[src/rtl/pic_pkg.sv]
// Shared definitions for the interrupt-controller initialisation sequencer:
// sequencer state encoding, command-word bit positions and pulse indices.
package pic_pkg;

   typedef enum logic [2:0] {
      WAIT_ICW1 = 3'd0,
      WAIT_ICW2 = 3'd1,
      WAIT_ICW3 = 3'd2,
      WAIT_ICW4 = 3'd3,
      READY     = 3'd4
   } init_state_t;

   // ICW1 fields (A0 = 0, D4 = 1 identifies ICW1)
   localparam int ICW1_IC4_BIT    = 0;
   localparam int ICW1_SNGL_BIT   = 1;
   localparam int ICW1_LTIM_BIT   = 3;
   localparam int ICW1_SELECT_BIT = 4;

   // ICW2 interrupt vector base field
   localparam int VECTOR_MSB = 7;
   localparam int VECTOR_LSB = 3;

   // ICW4 fields
   localparam int ICW4_UPM_BIT  = 0;
   localparam int ICW4_AEOI_BIT = 1;
   localparam int ICW4_MS_BIT   = 2;
   localparam int ICW4_BUF_BIT  = 3;

   // With A0 = 0 and D4 = 0, D3 distinguishes OCW3 (1) from OCW2 (0)
   localparam int OCW3_SELECT_BIT = 3;

   // Positions of the command pulses inside the internal pulse vector
   localparam int PULSE_ICW1   = 4;
   localparam int PULSE_ICW2_4 = 3;
   localparam int PULSE_OCW1   = 2;
   localparam int PULSE_OCW2   = 1;
   localparam int PULSE_OCW3   = 0;

endpackage

[src/rtl/write_strobe_capture.sv]
// Captures CPU writes: registers address/data on every qualified cycle and
// flags one command event on the first cycle after the strobe ends.
module write_strobe_capture (
   input  logic       clk,
   input  logic       reset_n,
   input  logic       chip_select_n,
   input  logic       write_enable_n,
   input  logic       address,
   input  logic [7:0] internal_data_bus,
   output logic       command_event,
   output logic       captured_address,
   output logic [7:0] captured_data
);

   logic strobe_low;
   logic qualified;
   logic write_active;
   logic discard_pending;

   // A strobe already low when reset hits is suppressed until it goes away,
   // so a write cut in half by reset never produces an event.
   assign strobe_low    = ~chip_select_n & ~write_enable_n;
   assign qualified     = strobe_low & ~discard_pending;
   assign command_event = write_active & ~qualified;

   // Track the qualified write and latch its address/data every cycle it lasts
   always_ff @(posedge clk) begin
      if (!reset_n) begin
         write_active     <= 1'b0;
         discard_pending  <= 1'b1;
         captured_address <= 1'b0;
         captured_data    <= 8'h00;
      end else begin
         write_active <= qualified;
         if (!strobe_low) begin
            discard_pending <= 1'b0;
         end
         if (qualified) begin
            captured_address <= address;
            captured_data    <= internal_data_bus;
         end
      end
   end

endmodule

[src/rtl/init_command_sequencer.sv]
// Walks the ICW1..ICW4 initialisation sequence, holds the resulting
// configuration and emits one-cycle command pulses toward Control_Logic.
module init_command_sequencer
   import pic_pkg::*;
(
   input  logic       clk,
   input  logic       reset_n,
   input  logic       chip_select_n,
   input  logic       write_enable_n,
   input  logic       address,
   input  logic [7:0] internal_data_bus,
   output logic       ICW_1,
   output logic       ICW_2_4,
   output logic       OCW_1,
   output logic       OCW_2,
   output logic       OCW_3,
   output logic [7:0] write_data,
   output logic       level_or_edge_toriggered_config,
   output logic       single_or_cascade_config,
   output logic       set_icw4_config,
   output logic       mode,
   output logic       auto_eoi_config,
   output logic       buffered_master_or_slave_config,
   output logic       buffered_mode_config,
   output logic [4:0] vector_base,
   output logic [7:0] cascade_device_config,
   output logic       init_done
);

   logic        command_event;
   logic        captured_address;
   logic [7:0]  captured_data;

   init_state_t state;
   init_state_t state_next;
   logic [4:0]  pulse;
   logic [4:0]  pulse_next;
   logic [7:0]  write_data_next;
   logic        level_next;
   logic        single_next;
   logic        set_icw4_next;
   logic        mode_next;
   logic        aeoi_next;
   logic        ms_next;
   logic        buf_next;
   logic [4:0]  vector_next;
   logic [7:0]  cascade_next;

   write_strobe_capture u_capture (
      .clk               (clk),
      .reset_n           (reset_n),
      .chip_select_n     (chip_select_n),
      .write_enable_n    (write_enable_n),
      .address           (address),
      .internal_data_bus (internal_data_bus),
      .command_event     (command_event),
      .captured_address  (captured_address),
      .captured_data     (captured_data)
   );

   assign ICW_1     = pulse[PULSE_ICW1];
   assign ICW_2_4   = pulse[PULSE_ICW2_4];
   assign OCW_1     = pulse[PULSE_OCW1];
   assign OCW_2     = pulse[PULSE_OCW2];
   assign OCW_3     = pulse[PULSE_OCW3];
   assign init_done = (state == READY);

   // Decode the captured command against the current state; ICW1 always wins
   always_comb begin
      state_next      = state;
      pulse_next      = 5'b00000;
      write_data_next = write_data;
      level_next      = level_or_edge_toriggered_config;
      single_next     = single_or_cascade_config;
      set_icw4_next   = set_icw4_config;
      mode_next       = mode;
      aeoi_next       = auto_eoi_config;
      ms_next         = buffered_master_or_slave_config;
      buf_next        = buffered_mode_config;
      vector_next     = vector_base;
      cascade_next    = cascade_device_config;

      if (command_event) begin
         if (!captured_address && captured_data[ICW1_SELECT_BIT]) begin
            pulse_next[PULSE_ICW1] = 1'b1;
            level_next    = captured_data[ICW1_LTIM_BIT];
            single_next   = captured_data[ICW1_SNGL_BIT];
            set_icw4_next = captured_data[ICW1_IC4_BIT];
            cascade_next  = 8'h00;
            mode_next     = 1'b0;
            aeoi_next     = 1'b0;
            ms_next       = 1'b0;
            buf_next      = 1'b0;
            state_next    = WAIT_ICW2;
         end else if (captured_address) begin
            case (state)
               WAIT_ICW2: begin
                  pulse_next[PULSE_ICW2_4] = 1'b1;
                  vector_next = captured_data[VECTOR_MSB:VECTOR_LSB];
                  if (!single_or_cascade_config) begin
                     state_next = WAIT_ICW3;
                  end else if (set_icw4_config) begin
                     state_next = WAIT_ICW4;
                  end else begin
                     state_next = READY;
                  end
               end
               WAIT_ICW3: begin
                  pulse_next[PULSE_ICW2_4] = 1'b1;
                  cascade_next = captured_data;
                  state_next   = set_icw4_config ? WAIT_ICW4 : READY;
               end
               WAIT_ICW4: begin
                  pulse_next[PULSE_ICW2_4] = 1'b1;
                  mode_next  = captured_data[ICW4_UPM_BIT];
                  aeoi_next  = captured_data[ICW4_AEOI_BIT];
                  ms_next    = captured_data[ICW4_MS_BIT];
                  buf_next   = captured_data[ICW4_BUF_BIT];
                  state_next = READY;
               end
               READY: begin
                  pulse_next[PULSE_OCW1] = 1'b1;
               end
               default: begin
               end
            endcase
         end else if (state == READY) begin
            if (captured_data[OCW3_SELECT_BIT]) begin
               pulse_next[PULSE_OCW3] = 1'b1;
            end else begin
               pulse_next[PULSE_OCW2] = 1'b1;
            end
         end
      end

      if (pulse_next != 5'b00000) begin
         write_data_next = captured_data;
      end
   end

   // Register state, pulses, latched data and configuration together
   always_ff @(posedge clk) begin
      if (!reset_n) begin
         state                           <= WAIT_ICW1;
         pulse                           <= 5'b00000;
         write_data                      <= 8'h00;
         level_or_edge_toriggered_config <= 1'b0;
         single_or_cascade_config        <= 1'b0;
         set_icw4_config                 <= 1'b0;
         mode                            <= 1'b0;
         auto_eoi_config                 <= 1'b0;
         buffered_master_or_slave_config <= 1'b0;
         buffered_mode_config            <= 1'b0;
         vector_base                     <= 5'b00000;
         cascade_device_config           <= 8'h00;
      end else begin
         state                           <= state_next;
         pulse                           <= pulse_next;
         write_data                      <= write_data_next;
         level_or_edge_toriggered_config <= level_next;
         single_or_cascade_config        <= single_next;
         set_icw4_config                 <= set_icw4_next;
         mode                            <= mode_next;
         auto_eoi_config                 <= aeoi_next;
         buffered_master_or_slave_config <= ms_next;
         buffered_mode_config            <= buf_next;
         vector_base                     <= vector_next;
         cascade_device_config           <= cascade_next;
      end
   end

endmodule

[config.mk]
export PLATFORM = sky130hd
export DESIGN_NAME = init_command_sequencer
export DESIGN_NICKNAME = d
export VERILOG_FILES = /design/src/rtl/pic_pkg.sv /design/src/rtl/write_strobe_capture.sv /design/src/rtl/init_command_sequencer.sv
export SDC_FILE = /design/constraint.sdc
export NUM_CORES = 1
export LEC_CHECK = 0
export CORE_MARGIN = 2
export CORE_UTILIZATION = 30
export DETAILED_ROUTE_END_ITERATION = 6
export REMOVE_ABC_BUFFERS = 1
export SLEW_MARGIN = 25
export SYNTH_ARGS = -nofsm -noshare
export SYNTH_HDL_FRONTEND = slang
export SYNTH_SLANG_ARGS = --single-unit
[constraint.sdc]
create_clock -name clk -period 2.8 [get_ports clk]
set_input_delay 0.28 -clock clk [delete_from_list [all_inputs] [get_ports clk]]
set_output_delay 0.28 -clock clk [all_outputs]
set_load 0.01 [all_outputs]
Yosys cells after proc, flatten, opt, wreduce, memory -nomap -nowiden. Cells that the tools add are included.

Equal/unequal tests: 4. Bitwise gates (word level): 8. Muxes and demuxes: 30. Reductions and logical operators: 13.

Operator list (number): $mux 8 (3); $mux 1 (17); $mux 3 (4); $pmux 3 s3 (1); $reduce_and 3->1 (3); $eq 3x2->1 const B (2); $mux 2 (3); $reduce_bool 2->1 (3); $mux 5 (1); $not 1->1 (5); $reduce_bool 5->1 (1); $mux 4 (1); $reduce_and 4->1 (1); $reduce_bool 4->1 (1); $and 1x1->1 (3); $eq 3x1->1 const B (1); $eq 3x3->1 const B (1); $reduce_or 3->1 (1); $reduce_and 2->1 (1); $logic_and 1x1->1 (1); $logic_not 1->1 (1).

Input bits: 13. Bits in registers: 47. Word-level logic and storage cells: 71. Output and inout port bits: 34.

Longest topological paths before layout.
Word-level depth: 7. Depth in mapped cells: 6. Depth with buffers taken out: 4.

Cells and area by module. From an unflattened synthesis, not the netlist that was laid out.

Cell total of the unflattened synthesis: 208. Area total of the unflattened synthesis: 1920.6 µm².

Modules (own cells, without submodules): init_command_sequencer (times used 1, cells an instance 162, area an instance 1486.4 µm², seq. area each 720.7 µm²); write_strobe_capture (times used 1, cells an instance 46, area an instance 434.2 µm², seq. area each 220.2 µm²).

Worst setup path after synthesis. OpenSTA, ideal clock, no wires.

Path type: register to register. From: register u_capture.discard_pending. To: register write_data[0]. Required time: 2.681 ns. Cell stages (with the launch flop): 6. Setup time: 0.119 ns. Arrival time: 1.253 ns. Path slack: 1.428 ns. Period minus slack after synthesis: 1.372 ns. Path buffers: 2. Cell sequence: dfxtp_1 -> o31ai_4 -> buf_6 -> o21ba_1 -> buf_6 -> mux2i_1.

Word-level cells in the longest chain between the ends: 6.

RTL lines: start, declared (RTL line write_strobe_capture.sv:18) `logic discard_pending;`; start signal, assigned (RTL line write_strobe_capture.sv:30) `discard_pending <= 1'b1;`; start signal, assigned (RTL line write_strobe_capture.sv:36) `discard_pending <= 1'b0;`; $not 1->1 (RTL line write_strobe_capture.sv:23) `assign qualified = strobe_low & ~discard_pending;`; $and 1x1->1 (RTL line write_strobe_capture.sv:23); $not 1->1 (RTL line write_strobe_capture.sv:24) `assign command_event = write_active & ~qualified;`; $and 1x1->1 (RTL line write_strobe_capture.sv:24); $mux 5 (RTL line init_command_sequencer.sv:83) `if (command_event) begin`; $reduce_bool 5->1 (RTL line init_command_sequencer.sv:136) `if (pulse_next != 5'b00000) begin`; end signal, assigned (RTL line init_command_sequencer.sv:159) `write_data <= write_data_next;`; end, declared (RTL line init_command_sequencer.sv:17) `output logic [7:0] write_data,`.

Every way passes these cells. A chain may end at the register's enable or synchronous reset.

Worst setup path in the final report.
From: register state[0]. To: output init_done.

Word-level cells in the longest chain between the ends: 1.

RTL lines: start, declared (RTL line init_command_sequencer.sv:34) `init_state_t state;`; start signal, assigned (RTL line init_command_sequencer.sv:157) `state <= state_next;`; $eq 3x3->1 (RTL line init_command_sequencer.sv:66) `assign init_done = (state == READY);`; end, declared (RTL line init_command_sequencer.sv:27) `output logic init_done`.

Every way passes these cells.

==> results_dict.tcl <==
set metrics [dict create \
    wl_met1_microns 2020 \
    synthMuxAreaShare 0.0986 \
    yosys.area_share.simple 0.244 \
    ys_warn_count 0 \
    numCtsBuffers 5 \
    clk_latency_ns 0.30 \
    p_leak_uw 0.000836 \
    fin_cells 332 \
    fin_util 0.404 \
    antenna_found_initial 0 \
    postRouteAntennaNets 0 \
    hp-class "in2reg" \
    routed-wl-met3_microns 165 \
    final_cell_mix "47 x dfxtp_1, 45 x nand2_1, 45 x clkdlybuf4s50_1" \
    cp.arrival_ns 1.65 \
    num_rows 29 \
    io-pin-count 47 \
    status "complete, no violations" \
    avgRoutedWirePerCell_microns 12.8 \
    setup_tns_ns 0 \
    fmax_mhz 518 \
    start_util 0.307 \
    synth_cell_types 34 \
    synth_edf_count 0 \
    synth_top_family_by_area "simple AND/OR/NAND/NOR gates" \
    root_buffer "clkbuf_8" \
    fill_cells 660 \
    worst_pin_slew_ns 0.713 \
    fp.coreArea_sq_um 6310 \
    async_flop_share 0 \
    critical_path_class "reg2out" \
    drv_slew 0 \
    powerDensity_nw_per_um2 493 \
    path_max_fanout 9 \
    finalHoldViolCount 0 \
    initialDrtViolationCount 115 \
    routed_wl_microns 4240 \
    grt_pass1_vias 1440 \
    rr_worst_depth 4 \
    netlist_area_sq_um 1940 \
    layout.nets 267 \
    fin_skew_ns 0.00570 \
    die_area_sq_um 7130 \
    hpwl_microns 2960 \
    slew_headroom 0.522 \
    finalCriticalPeriod_ns 1.93 \
    critical_path_cell_count 3 \
    synthXorXnorAreaFrac 0.00451 \
    cpLargestDelayFamily "buffers and inverters" \
    fin_crit_sh 0.689 \
    cts_tree "done" \
    grt_pass1_wl_microns 7000 \
    ctsResizeCount 0 \
    synth_flop_cell "dfxtp_1" \
    grt_max_degree 33 \
    grt_util_all_layers 0.123 \
    first_pass_iters 4 \
    clkSinkCount 47 \
    seq_area_frac_synth 0.485 \
    worst-path-buf-inv 1 \
    ys_ff_latch 47 \
    synthAdderAreaFrac 0 \
    cts_setup_buffers 0 \
    clk_pin_slew_worst_paths_ns 0.09 \
    die_x_microns 84.4 \
    grt_overflow 0 \
    dr_wl_met2_microns 2000 \
    worst_path_largest_cell_delay_ns 0.55 \
    rsz0062_at_grt "no" \
    post_synth.cell_area_avg_sq_um 9.11 \
    insertedDiodeCount 0 \
    vdd_drop_max_mv 0.223 \
    vias_per_cell 4.69 \
    place.gp.congestion 0.767 \
    cp-start-kind "flop" \
    cp.required_ns 2.52 \
    cts_htree_levels 2 \
    areaGrowthSynthToFinish_pct 31.4 \
    maxCapViolations 0 \
    place.port_buffers 46 \
    ctsHoldBuffers 0 \
    drive_above_1_share 0.0588 \
    routed.top_layer "met4" \
    synth_compound_area_frac 0.126 \
    fin_hold_ws_ns 0.397 \
    endpoint_kind "output pin" \
    setup_viol 0 \
    placed_cells 324 \
    num_vias 1558 \
    crit_chain "nor2_1 > and2_1 > clkdlybuf4s50_1" \
    whs_path_depth 2 \
    clock_path_buffers 2 \
    die_h_microns 84.4 \
    cp_slowest_cell "clkdlybuf4s50_1" \
    drc 0 \
    postSynthCellCount 213 \
    layout_commonest_cell "dfxtp_1" \
]
## stage by stage
stage	power (uW)	area [sq um]	setup slack, ns
after floorplan	720	1870	1.32
after global placement	760	2430	0.690
after detailed placement	761	2430	0.631
after CTS	1270	2550	0.873
after global routing	1310	2550	0.791
final	1260	2550	0.871
## cell usage after synthesis (2+ instances only)
master,instances,area (sq um)
a21oi_1,2,10.0
nor2b_1,9,56.3
buf_2,3,15.0
and2_1,9,56.3
nor2_1,4,15.0
a21boi_0,12,90.1
nor3_1,2,10.0
mux2i_1,18,180
clkbuf_1,8,30.0
nand2_1,45,169
nand2b_1,5,31.3
inv_1,4,15.0
o21ai_0,14,70.1
nand3_1,11,55.1
dfxtp_1,47,941
buf_6,2,22.5
## cell type report
class | count | area [sq um] | share of cell area
Sequential cell | 47 | 941 | 0.369
Timing Repair Buffer | 47 | 463 | 0.182
Inverter | 4 | 15.0 | 0.00589
Clock inverter | 2 | 35.0 | 0.0137
Multi-Input combinational cell | 149 | 917 | 0.360
Clock buffer | 6 | 82.6 | 0.0324
Tap cell | 77 | 96.3 | 0.0378
## flip-flops by register name, summed over array words and instances (netlist names)
signal and count:
buffered_master_or_slave_config 1, level_or_edge_toriggered_config 1, u_capture.discard_pending 1, u_capture.captured_data 8
auto_eoi_config 1, cascade_device_config 8, mode 1, set_icw4_config 1
state 3, u_capture.write_active 1, write_data 8, single_or_cascade_config 1
vector_base 5, buffered_mode_config 1, u_capture.captured_address 1, pulse 5
## kinds of logic (layout without fill, tap and decap cells)
group / Yosys count / in the layout
AO/OA/AOI/OAI: 35 / 35
AND/OR/NAND/NOR: 94 / 94
multiplexers: 19 / 19
buffers and inverters: 17 / 59
flip-flops: 47 / 47
XOR/XNOR: 1 / 1
## power breakdown
group | switching (uW) | internal (uW)
Combinational | 31.2 | 29.4
Sequential | 8.50 | 675
Clock | 225 | 289
Total | 265 | 993
## routing by layer
metal	global-route usage	vias up
met5	0	-
met1	0.167	719
met3	0.0315	5
li1	-	802
met2	0.185	32
met4	0.0519	0
## final timing paths
check                                                 from                        end  slack, ns
worst max-delay path                              state[0]                  init_done       0.87
worst max register to register  u_capture.captured_address              write_data[5]       0.94
worst min-delay path                               reset_n  u_capture.discard_pending       0.40
worst min register to register               write_data[7]              write_data[7]       0.46
## worst register-to-register path: cells and delay by family (launching register included)
kind / cells / cell delay (ns)
AO/OA/AOI/OAI: 2 / 0.56
flip-flops: 1 / 0.47
multiplexers: 1 / 0.19
AND/OR/NAND/NOR: 1 / 0.51
Power figures use the tool's default switching activity.
==> RTL edit 1 (same flow settings) <==
Take the reset off `write_data` and load it in a clocked block of its own.
--- a/src/rtl/init_command_sequencer.sv
+++ b/src/rtl/init_command_sequencer.sv
@@ -145,3 +145,2 @@
          pulse                           <= 5'b00000;
-         write_data                      <= 8'h00;
          level_or_edge_toriggered_config <= 1'b0;
@@ -158,3 +157,2 @@
          pulse                           <= pulse_next;
-         write_data                      <= write_data_next;
          level_or_edge_toriggered_config <= level_next;
@@ -171,2 +169,6 @@
 
+   always_ff @(posedge clk) begin
+      write_data <= write_data_next;
+   end
+
 endmodule
Function: differs if reset_n is asserted again (counterexample within 4 cycles, from zero or initial values and one cycle with reset_n low); with reset_n held inactive, the same outputs for 10 cycles.
==> RTL edit 1 against the unedited design <==
  * Area after synthesis is 4.6% lower
  * Routed wire length shrank 4.9%
  * Sequential share of layout area up 4.6 points
  * Cell count shrank 8.7%
  * Sequential cell count did not move
  * Synthesized cell count shrank 15%
  * Power is 1.1% lower
  * Setup slack worse by 0.0063 ns
  * Count of clock-buffer cells in the layout is 1 lower
  * Final area is 3.6% lower
==> RTL edit 1: results (changes against the unedited design) <==
gpl congestion 0.796 (+3.8%); Pleak 0.794 nW (-5.1%); DRT Wirelength 4.03 mm (-4.9%); Largest stage delay, worst path 0.71 ns (+0.16 ns); Commonest cells post-synth dfxtp_1, nand2_1, nand3_1; most area-consuming cells after synthesis dfxtp_1, edfxtp_1, nand2_1; # fillers 610 (-7.6%); Least-Margin Pin Slew 0.883 ns (+0.171 ns); crit path time final 1.93 ns (+0.00628 ns); Non-Clock Buffer Count 49 (+4.3%); worst IR drop on VDD 0.204 mV (-8.2%); status complete, no violations; Final Hold Slack 0.467 ns (+0.0698 ns); multi-input combinational area share 29.6% (-6.3 points); Worst Hold Class register to register; WL met2 1.89 mm (-5.4%); All-Layer GR Usage 12.9% (+0.68 points); ratio of cells with drive above 1 in the final layout 12.3% (+6.4 points); clock network share of area 4.58% (-0.030 points); crit-path leading delay family compound AO/OA/AOI/OAI gates; sequential share of cell area 41.5% (+4.6 points); Worst EP arrival 1.87 ns (+0.22 ns); sequential fraction of the synthesis area 55.2% (+6.7 points); first-pass GRT wire length 6.54 mm (-6.5%); Final Net Count 240 (-10%); largest net degree at the start of global routing 17 (-48%); Avg Cell Area, Syn 10.2 um^2 (+12%); placed inst area 2340 um^2 (-3.6%)
## RTL edit 1: layer usage
metal  global-route usage (%)  up-vias
met5                        0        -
met4                     6.07        0
met3                     3.26       10
met2                     20.0       42
met1                     16.9      649
li1                         -      724
## RTL edit 1: power groups by stage
| stage | Clock, mW | Sequential [mW] | Combinational, mW |
|---|---|---|---|
| finish | 0.490 | 0.699 | 0.0559 |
| global placement | 0 | 0.715 | 0.0558 |
| detailed placement | 0 | 0.715 | 0.0561 |
| global route | 0.530 | 0.701 | 0.0610 |
| CTS | 0.500 | 0.699 | 0.0564 |
| floorplan | 0 | 0.713 | 0.0195 |
## RTL edit 1: logic make-up after synthesis
logic type,count (synthesis),synth area share [%]
mux,4,2.16
compound gates,39,15.2
buf+inv,15,5.48
flops,47,55.2
simple gates,76,22.0
## RTL edit 1: worst paths after layout
check,startpoint,to,cells after the start
max,u_capture.captured_address,write_data[0],3
min,mode,mode,2
max reg2reg,u_capture.captured_address,write_data[0],3
min reg2reg,mode,mode,2
==> RTL edit 2 (config.mk and constraints unchanged) <==
Without the edit above. The 5 states of `init_state_t` get a one-hot encoding in 5 bits.
--- a/src/rtl/pic_pkg.sv
+++ b/src/rtl/pic_pkg.sv
@@ -4,8 +4,8 @@
 
-   typedef enum logic [2:0] {
-      WAIT_ICW1 = 3'd0,
-      WAIT_ICW2 = 3'd1,
-      WAIT_ICW3 = 3'd2,
-      WAIT_ICW4 = 3'd3,
-      READY     = 3'd4
+   typedef enum logic [4:0] {
+      WAIT_ICW1 = 5'b00001,
+      WAIT_ICW2 = 5'b00010,
+      WAIT_ICW3 = 5'b00100,
+      WAIT_ICW4 = 5'b01000,
+      READY     = 5'b10000
    } init_state_t;
Behaviour: no difference found for any inputs over 10 cycles, from zero or initial values and one cycle with reset_n low; not proved beyond that.
==> RTL edit 2 against the unedited design <==
  * Power up 8.4%
  * Via count up 6.2%
  * First-iteration DRC count down 3.5%
  * Clock skew up 0.0015 ns
  * Final area up 8.6%
  * Sequential cell count up 2
  * Setup slack worse by 0.18 ns
  * Synthesized cell count up 7.0%
  * Routed wire length up 12%
  * Sequential power up 4.5%
  * Highest routed layer unchanged
  * Area after synthesis up 8.6%
==> RTL edit 2: results (changes against the unedited design) <==
sequential fraction of the synthesis area 46.5% (-2.0 points); Synthesis Warnings 0 (unchanged); Largest stage delay, worst path 0.54 ns; Setup Skew 0.00720 ns (+0.00149 ns); largest net degree at the start of global routing 41 (+24%); # Post-CTS Setup Buffers 0 (unchanged); ratio of cells with drive above 1 in the final layout 9.26% (+3.4 points); post-DP HPWL 3.41 mm (+15%); synth unique cells 47 (+38%); first-pass GRT wire length 7.69 mm (+9.9%); Commonest cells post-synth nand2_1, dfxtp_1, mux2i_1; DR iter-0 viols 111 (-3.5%); Register Area 981 um^2 (+4.3%); Sw Share 20.3% (-0.78 points); placed inst area 2640 um^2 (+8.3%); Final Net Count 282 (+5.6%); CP Max Fanout 8 (-1); DR vias/cell 4.52 (-3.7%); Worst EP arrival 1.83 ns (+0.18 ns); Least-Margin Pin Slew 0.741 ns (+0.0283 ns); Placed Cells 358 (+10%); wire length per cell 13.0 um (+2.0%); worst IR drop on VDD 0.249 mV (+12%); Syn Inst Count 228 (+7.0%); status complete, no violations; most area-consuming cells after synthesis dfxtp_1, mux2i_1, nand2_1; Pleak 0.982 nW (+17%); Worst Hold Class register to register; All-Layer GR Usage 12.7% (+0.47 points); # fillers 692 (+4.8%); gpl congestion 0.774 (+0.94%); vias in the first global route 1616 (+12%); routed vias 1654 (+6.2%)
[RTL edit 2: cell count changes after synthesis, sizes merged, moves of 6 or more]
cell and change:
nand3 -9, o21ai -7, and2 -6, mux2i +8, nand2 +19
[RTL edit 2: final timing paths]
path / start / end / slack [ns] / cells past startpoint
worst max-delay path: state[1] / init_done / 0.69 / 4
worst min-delay path: mode / mode / 0.46 / 2
worst max register to register: u_capture.captured_address / buffered_mode_config / 1.07 / 4
worst min register to register: mode / mode / 0.46 / 2
[RTL edit 2: cell families (layout without fill, tap and decap cells)]
kind of cell,after synthesis,in the layout,synth area share [%]
xor+xnor,1,1,0.416
simple gates,97,97,22.5
mux,26,26,12.3
compound gates,37,37,14.1
flops,49,49,46.5
buf+inv,18,60,4.15
[RTL edit 2: area by class of cell]
cell class                      instances  area share, %
Inverter                                3          0.407
Clock inverter                          3           2.35
Sequential cell                        49           35.4
Timing Repair Buffer                   49           17.4
Tap cell                               96           4.34
Clock buffer                            5           2.49
Multi-Input combinational cell        161           37.6
[RTL edit 2: tightest hold or removal path: cells and delay by family (launching register included)]
kind	cells	cell delay, ns
flops	1	0.32
mux	1	0.05
simple gates	1	0.05
[RTL edit 2: metrics by stage]
step / hold slack, ns / setup slack [ns]
finish: 0.460 / 0.687
global route: 0.489 / 0.573
CTS: 0.468 / 0.661
global placement: 0.448 / 0.992
floorplan: 0.342 / 1.20
detailed placement: 0.451 / 0.931
[RTL edit 2: power groups by stage]
stage | clock network [mW] | registers (mW) | logic, mW
after floorplan | 0 | 0.727 | 0.0236
after global placement | 0 | 0.731 | 0.0625
after detailed placement | 0 | 0.731 | 0.0631
after CTS | 0.602 | 0.714 | 0.0634
after global routing | 0.629 | 0.716 | 0.0687
final | 0.587 | 0.714 | 0.0622
[RTL edit 2: metal layers]
metal,track usage (%),share of wire [%]
met5,0,0
met4,3.78,1.1
met3,2.83,3.2
met2,21.8,50
met1,16.0,46
